==> src/rtl/id_ex_imm_ctrl.sv <==
// ============================================================================
//  Module   : id_ex_imm_ctrl
//  Purpose  : ID-stage immediate-path controller. It selects sign or zero
//             extension, captures the ID/EX immediate register and sequences
//             load-use stalls, bubbles and flushes.
//  Options  : ID_CTRL_STATS_EN adds a saturating load-use stall counter port.
//  Revision : 1.0 - initial release
// ============================================================================
`default_nettype none

module id_ex_imm_ctrl #(
    parameter int IMM_W  = 16,
    parameter int DATA_W = 32
) (
    input  logic              clk,
    input  logic              rst,
    input  logic [31:0]       if_id_instr,
    input  logic              if_id_valid,
    input  logic [DATA_W-1:0] ext_o32,
    input  logic              flush,
    input  logic              stall_in,
    output logic              ext_ctr,
    output logic [DATA_W-1:0] ex_imm,
    output logic [4:0]        ex_rt,
    output logic              ex_mem_read,
    output logic              ex_valid,
    output logic              if_id_stall
`ifdef ID_CTRL_STATS_EN
    ,
    output logic [15:0]       stall_cnt
`endif
);

    // Register fields sit directly above the raw immediate in the encoding.
    localparam int c_RT_LSB = IMM_W;
    localparam int c_RS_LSB = IMM_W + 5;
    localparam int c_OP_LSB = IMM_W + 10;

    localparam logic [5:0] c_OP_RTYPE = 6'h00;
    localparam logic [5:0] c_OP_BEQ   = 6'h04;
    localparam logic [5:0] c_OP_BNE   = 6'h05;
    localparam logic [5:0] c_OP_LW    = 6'h23;
    localparam logic [5:0] c_OP_SW    = 6'h2B;

    localparam logic [1:0] c_RUN       = 2'd0;
    localparam logic [1:0] c_LU_BUBBLE = 2'd1;
    localparam logic [1:0] c_HOLD      = 2'd2;

    logic [5:0]        w_op;
    logic [4:0]        w_rs;
    logic [4:0]        w_rt;
    logic [4:0]        w_rd;
    logic              w_rt_src;
    logic              w_lu;

    logic [DATA_W-1:0] ex_imm_q, ex_imm_d;
    logic [4:0]        ex_rt_q, ex_rt_d;
    logic              ex_mem_read_q, ex_mem_read_d;
    logic              ex_valid_q, ex_valid_d;
    logic [1:0]        state_q, state_d;

    assign w_op = if_id_instr[c_OP_LSB +: 6];
    assign w_rs = if_id_instr[c_RS_LSB +: 5];
    assign w_rt = if_id_instr[c_RT_LSB +: 5];
    assign w_rd = if_id_instr[15:11];

    always_comb begin
        ext_ctr = 1'b0;
        case (w_op)
            6'h04, 6'h05, 6'h08, 6'h09,
            6'h0A, 6'h0B, 6'h23, 6'h2B: ext_ctr = 1'b1;
            default:                    ext_ctr = 1'b0;
        endcase
    end

    assign w_rt_src = (w_op == c_OP_RTYPE) || (w_op == c_OP_BEQ) ||
                      (w_op == c_OP_BNE)   || (w_op == c_OP_SW);

    assign w_lu = ex_valid_q && ex_mem_read_q && if_id_valid &&
                  (ex_rt_q != 5'd0) &&
                  ((ex_rt_q == w_rs) || (w_rt_src && (ex_rt_q == w_rt)));

    assign if_id_stall = ~rst & ~flush & (stall_in | w_lu);

    always_comb begin
        ex_imm_d      = ex_imm_q;
        ex_rt_d       = ex_rt_q;
        ex_mem_read_d = ex_mem_read_q;
        ex_valid_d    = ex_valid_q;
        state_d       = c_RUN;
        if (flush || (!stall_in && w_lu)) begin
            ex_imm_d      = '0;
            ex_rt_d       = 5'd0;
            ex_mem_read_d = 1'b0;
            ex_valid_d    = 1'b0;
            state_d       = flush ? c_RUN : c_LU_BUBBLE;
        end else if (stall_in) begin
            state_d = c_HOLD;
        end else begin
            ex_imm_d      = ext_o32;
            ex_rt_d       = (w_op == c_OP_RTYPE) ? w_rd : w_rt;
            ex_mem_read_d = (w_op == c_OP_LW) && if_id_valid;
            ex_valid_d    = if_id_valid;
        end
    end

    always_ff @(posedge clk) begin
        if (rst) begin
            ex_imm_q      <= '0;
            ex_rt_q       <= 5'd0;
            ex_mem_read_q <= 1'b0;
            ex_valid_q    <= 1'b0;
            state_q       <= c_RUN;
        end else begin
            ex_imm_q      <= ex_imm_d;
            ex_rt_q       <= ex_rt_d;
            ex_mem_read_q <= ex_mem_read_d;
            ex_valid_q    <= ex_valid_d;
            state_q       <= state_d;
        end
    end

    assign ex_imm      = ex_imm_q;
    assign ex_rt       = ex_rt_q;
    assign ex_mem_read = ex_mem_read_q;
    assign ex_valid    = ex_valid_q;

`ifdef ID_CTRL_STATS_EN
    logic [15:0] stall_cnt_q, stall_cnt_d;

    always_comb begin
        stall_cnt_d = stall_cnt_q;
        if ((state_d == c_LU_BUBBLE) && (stall_cnt_q != 16'hFFFF)) begin
            stall_cnt_d = stall_cnt_q + 16'd1;
        end
    end

    always_ff @(posedge clk) begin
        if (rst) begin
            stall_cnt_q <= 16'd0;
        end else begin
            stall_cnt_q <= stall_cnt_d;
        end
    end

    assign stall_cnt = stall_cnt_q;
`endif

    // Registered state is kept for debug visibility only.
    logic w_unused_bits;
    assign w_unused_bits = ^{state_q, if_id_instr[10:0]};

endmodule

`default_nettype wire

==> config.mk <==
export PLATFORM = sky130hd
export DESIGN_NAME = id_ex_imm_ctrl
export DESIGN_NICKNAME = d
export VERILOG_FILES = /design/src/rtl/id_ex_imm_ctrl.sv
export SDC_FILE = /design/constraint.sdc
export NUM_CORES = 1
export LEC_CHECK = 0
export CORE_UTILIZATION = 33
export DETAILED_ROUTE_END_ITERATION = 10
export PLACE_DENSITY = 0.76
export SYNTH_ARGS = -nofsm -noshare
export SYNTH_HDL_FRONTEND = slang
export SYNTH_SLANG_ARGS = --single-unit
==> constraint.sdc <==
create_clock -name clk -period 2.3 [get_ports clk]
set_clock_uncertainty 0.1 [all_clocks]
set_input_delay 0.46 -clock clk [delete_from_list [all_inputs] [get_ports clk]]
set_output_delay 0.46 -clock clk [all_outputs]
set_load 0.02 [all_outputs]
# ---- Word level (Yosys, flattened, before mapping)
# Index checks and enable logic that the tools add are counted.
dict set report op_classes {
  n_eq_ne 10
  muxes 2
  bitwise 5
  reduce_logical 17
}
# operator count
set op_table {}
lappend op_table {{== test 6 x 4 -> 1 bit, second input constant} 4}
lappend op_table {{== test 6 x 3 -> 1 bit, second input constant} 2}
lappend op_table {{== test 6 bit, second input constant} 2}
lappend op_table {{== test 5 bit} 2}
lappend op_table {{OR reduction 8 bit} 1}
lappend op_table {{logical AND 1 bit} 7}
lappend op_table {{zero test 6 bit} 1}
lappend op_table {{logical OR 1 bit} 5}
lappend op_table {{2-to-1 mux 5 bit} 1}
lappend op_table {{nonzero test 5 bit} 1}
lappend op_table {{bitwise AND 1 bit} 2}
lappend op_table {{NOT 1 bit} 2}
lappend op_table {{OR reduction 2 bit} 1}
lappend op_table {{zero test 1 bit} 1}
lappend op_table {{2-to-1 mux 1 bit} 1}
lappend op_table {{bitwise OR 1 bit} 1}
dict set report word_totals {
  regBits 39
  input_bits 69
  out_inout_bits 41
  elab_cells 38
}

# ---- Longest topological paths before layout
dict set report depth {
  word_depth 10
  ltp_mapped 7
  ltp_nobuf 5
}

# ---- Least setup slack after synthesis
# OpenSTA, ideal clock, no wires.
dict set report synth_path {
  kind {flip-flop to flip-flop}
  startpoint {reg ex_rt_q[4] (netlist: ex_rt[4])}
  endpoint {reg ex_imm_q[22] (netlist: ex_imm[22])}
  setup_time_ns 0.117
  arrival_time_ns 1.933
  required_ns 2.083
  setup_slack_ns 0.150
  stages_incl_launch_ff 8
  path_buffers 2
  period_less_slack_ns 2.150
  cell_sequence {dfxtp_1 or4_1 o2111ai_1 or4_1 and4b_4 buf_6 buf_6 a22o_1}
}
dict set report synth_between {
  elab_chain_len 7
}
# element line
set synth_rtl {}
lappend synth_rtl {{start: declaration} 57} ;# logic [4:0] ex_rt_q, ex_rt_d;
lappend synth_rtl {{start signal: assignment} 116} ;# ex_rt_q <= ex_rt_d;
lappend synth_rtl {{== test 5 bit} 81} ;# ((ex_rt_q == w_rs) || (w_rt_src && (ex_rt_q == w_rt)));
lappend synth_rtl {{logical AND 1 bit} 81}
lappend synth_rtl {{logical OR 1 bit} 81}
lappend synth_rtl {{logical AND 1 bit (*)} 80} ;# (ex_rt_q != 5'd0) &&
lappend synth_rtl {{logical AND 1 bit (*)} 91} ;# if (flush || (!stall_in && w_lu)) begin
lappend synth_rtl {{logical OR 1 bit (*)} 91}
lappend synth_rtl {{OR reduction 2 bit (no line) (*)} --}
lappend synth_rtl {{end signal: assignment} 115} ;# ex_imm_q <= ex_imm_d;
lappend synth_rtl {{end: declaration} 56} ;# logic [DATA_W-1:0] ex_imm_q, ex_imm_d;
# Mark *: on every way between the ends. The rest lies on a longest branch, timed or not.
# A chain may end at the register's enable or synchronous reset.

# ---- Worst setup path after layout
dict set report layout_path {
  startpoint {reg ex_rt_q[4] (netlist: ex_rt[4])}
  endpoint {out if_id_stall}
}
dict set report layout_between {
  elab_chain_len 6
}
# element line
set layout_rtl {}
lappend layout_rtl {{== test 5 bit} 81}
lappend layout_rtl {{logical AND 1 bit} 81}
lappend layout_rtl {{logical OR 1 bit} 81}
lappend layout_rtl {{logical AND 1 bit (*)} 80}
lappend layout_rtl {{bitwise OR 1 bit (*)} 83} ;# assign if_id_stall = ~rst & ~flush & (stall_in | w_lu);
lappend layout_rtl {{bitwise AND 1 bit (*)} 83}
lappend layout_rtl {{end: declaration} 27} ;# output logic if_id_stall
# Marks and branches as above.

==> results_dict.tcl <==
set metrics [dict create \
    status "finished with violations" \
    failed_checks "setup timing" \
    dr.first_iter.drc_count 50 \
    fp.coreArea_sq_um 4140 \
    drive_above_1_share_pct 21.1 \
    hold_path.class "flop to flop" \
    seqPwrFrac_pct 49.2 \
    synthCells 125 \
    crit_path_start_kind "flop" \
    num_rows 23 \
    synth_nets 194 \
    path_clk_slew_ps 80 \
    fp.dieW_microns 68.7 \
    gp_congestion 0.801 \
    end_kind "output pin" \
    antenna_found_initial 0 \
    wl_microns 4600 \
    routedWlPerCell_microns 15.3 \
    peakVddDrop_uv 325 \
    reg2reg_depth 7 \
    finalCriticalPeriod_ps 2470 \
    ys_top_cells_by_area "dfxtp_1 53%, a22o_1 23%, xor2_1 4.2%, mux2_2 3.8%, xnor2_1 1.8%" \
    synth_cell_types 24 \
    clockBufferDepth 2 \
    multi_input_area_sq_um 687 \
    ios 110 \
    hold_slack_ps 379 \
    relSlewSlack_pct 80.1 \
    firstDrtPassIters 4 \
    cts_max_level 2 \
    leakagePower_nw 1.21 \
    worstSkewPairLatency_ps 290 \
    grt.total_usage_pct 19.2 \
    overflow 0 \
    yosys_warnings 0 \
    diodes 0 \
    routed-via-count 1484 \
    max_freq_ghz 0.405 \
    drc 0 \
    worst_ep_required_time_ps 1740 \
    cts_root_buf "clkbuf_8" \
    yosysTopAreaCellShare_pct 53.2 \
    p_clk_share_pct 30.9 \
    dieArea_sq_um 4720 \
    cts_buffers 5 \
    yosys.area.top_type "dfxtp_1" \
    grt_max_degree 29 \
    areaGrowthSynthToFinish_pct 96.9 \
    synth_area_sq_um 1470 \
    netSwitchingFraction_pct 24.5 \
    tightest_slew_ps 299 \
    syn_avg_cell_area_sq_um 11.8 \
    critical_path_arrival_ps 1910 \
    fillerInstances 343 \
    portBuffers 98 \
    antenna_left 0 \
    p_comb_share_pct 19.9 \
    grt_pass1_wl_microns 6630 \
    place_ws_ps -767 \
    hold_depth 1 \
    clock_sinks 39 \
    cts_tree "done" \
    postCtsHoldBufs 0 \
    maxCapViolations 0 \
    start_util_pct 35.4 \
    critPathKind "flop to output pin" \
    setup_viol 1 \
    fin_ws_ps -172 \
    path_max_fanout 2 \
    power_density_nw_per_um2 499 \
    avgViaCountPerCell 4.93 \
    ys_seq_area_share_pct 53.2 \
    power.total_mw 1.44 \
    seqCellArea_sq_um 787 \
    nets 319 \
    finalHoldViolCount 0 \
    p_int_mw 1.09 \
    ys_ff_latch 39 \
    switching_power_mw 0.353 \
    slew_violations 0 \
    grt_pass1_vias 1415 \
    rsz0062_at_grt "yes" \
    die_y_microns 68.7 \
    dp_hpwl_microns 3170 \
    period_share_pct 107 \
]
## cells by family (layout without fill, tap and decap cells)
kind of cell           after synthesis  in the layout  synth area share, %
XOR/XNOR                            10             10                 5.96
AO/OA/AOI/OAI                       42             42                 25.0
buffers and inverters                8            134                 3.24
multiplexers                         6              6                 4.51
AND/OR/NAND/NOR                     20             20                 8.09
flip-flops                          39             39                 53.2
## power by group through the flow
| stage | registers, mW | clock network, mW | logic [mW] |
|---|---|---|---|
| 6_report | 0.710 | 0.447 | 0.287 |
| 5_1_grt | 0.712 | 0.501 | 0.306 |
| 4_1_cts | 0.710 | 0.465 | 0.270 |
| 3_5_place_dp | 0.725 | 0 | 0.268 |
| 3_3_place_gp | 0.724 | 0 | 0.265 |
| 2_1_floorplan | 0.753 | 0 | 0.0618 |
## worst max-delay path: stages, from the launching register on
cell	delay (ps)
dfxtp_2	330
or4_4	550
o2111ai_4	220
nand4b_1	170
nand2_2	50
o21a_1	180
buf_6	130
## flip-flops by register name, indices dropped and copies added, names as in the netlist
register     cells
ex_imm          32
ex_valid         1
ex_mem_read      1
ex_rt            5
## per-layer routing
layer | global-route usage [%] | routed length, microns | vias up
met4 | 6.12 | 48 | 0
met5 | 0 | 0 | -
met1 | 21.7 | 1900 | 693
met2 | 32.6 | 2290 | 57
met3 | 8.06 | 361 | 4
li1 | - | - | 730
## path summary, 6_finish.rpt
path	startpoint	to	slack (ps)
hold reg to reg	ex_imm[9]$_SDFFE_PP0N_	ex_imm[9]$_SDFFE_PP0N_	380
setup / recovery	ex_rt[4]$_SDFFE_PP0N_	if_id_stall	-170
setup reg to reg	ex_rt[4]$_SDFFE_PP0N_	ex_imm[25]$_SDFFE_PP0N_	80
hold / removal	ex_imm[9]$_SDFFE_PP0N_	ex_imm[9]$_SDFFE_PP0N_	380
## synth_stat cells
cell type,n
a22o_1,39
a32o_1,1
and2_1,1
and4b_1,1
and4b_4,1
buf_2,2
buf_6,2
clkbuf_1,4
dfxtp_1,39
mux2_2,5
mux2i_1,1
nand2_1,2
nand2b_1,1
nand3_1,1
nand4b_1,1
nor2_1,6
nor3_1,2
nor3b_1,1
nor4_1,1
o2111ai_1,1
o21a_1,1
or4_1,2
xnor2_1,3
xor2_1,7
## cell usage in the layout (no fill, tap or decap), types with 3 or more instances in the layout
master,instances
a22o_1,39
buf_4,22
clkbuf_16,3
clkbuf_8,5
clkdlybuf4s50_1,87
dfxtp_1,36
dlygate4sd2_1,4
dlymetal6s2s_1,5
mux2_2,5
nor2_1,6
xnor2_1,3
xor2_1,6
## stage by stage
stage	cell area, sq um	util, %	setup TNS, ps	instances
floorplan	1470	-	0	125
global placement	2620	63.2	-8760	284
detailed placement	2620	63.2	-10260	284
CTS	2730	66.0	-155	293
global route	2890	69.8	-254	301
finish	2890	69.8	-172	301
## timing repair
item / in CTS / in global routing
cloned: 0 / 3
pin swaps: 6 / 10
setup endpoints to repair: 2 / 39
resized for setup: 19 / 15
setup buffers: 1 / 7
## cell type report
| cell class | instances | share of cell area (%) |
|---|---|---|
| timing repair buffer | 126 | 43.9 |
| sequential | 39 | 27.2 |
| clock inverter | 2 | 0.433 |
| multi-input combinational | 78 | 23.7 |
| tap | 50 | 2.16 |
| clock buffer | 6 | 2.51 |
No activity file was read; power rests on OpenSTA's default activity.
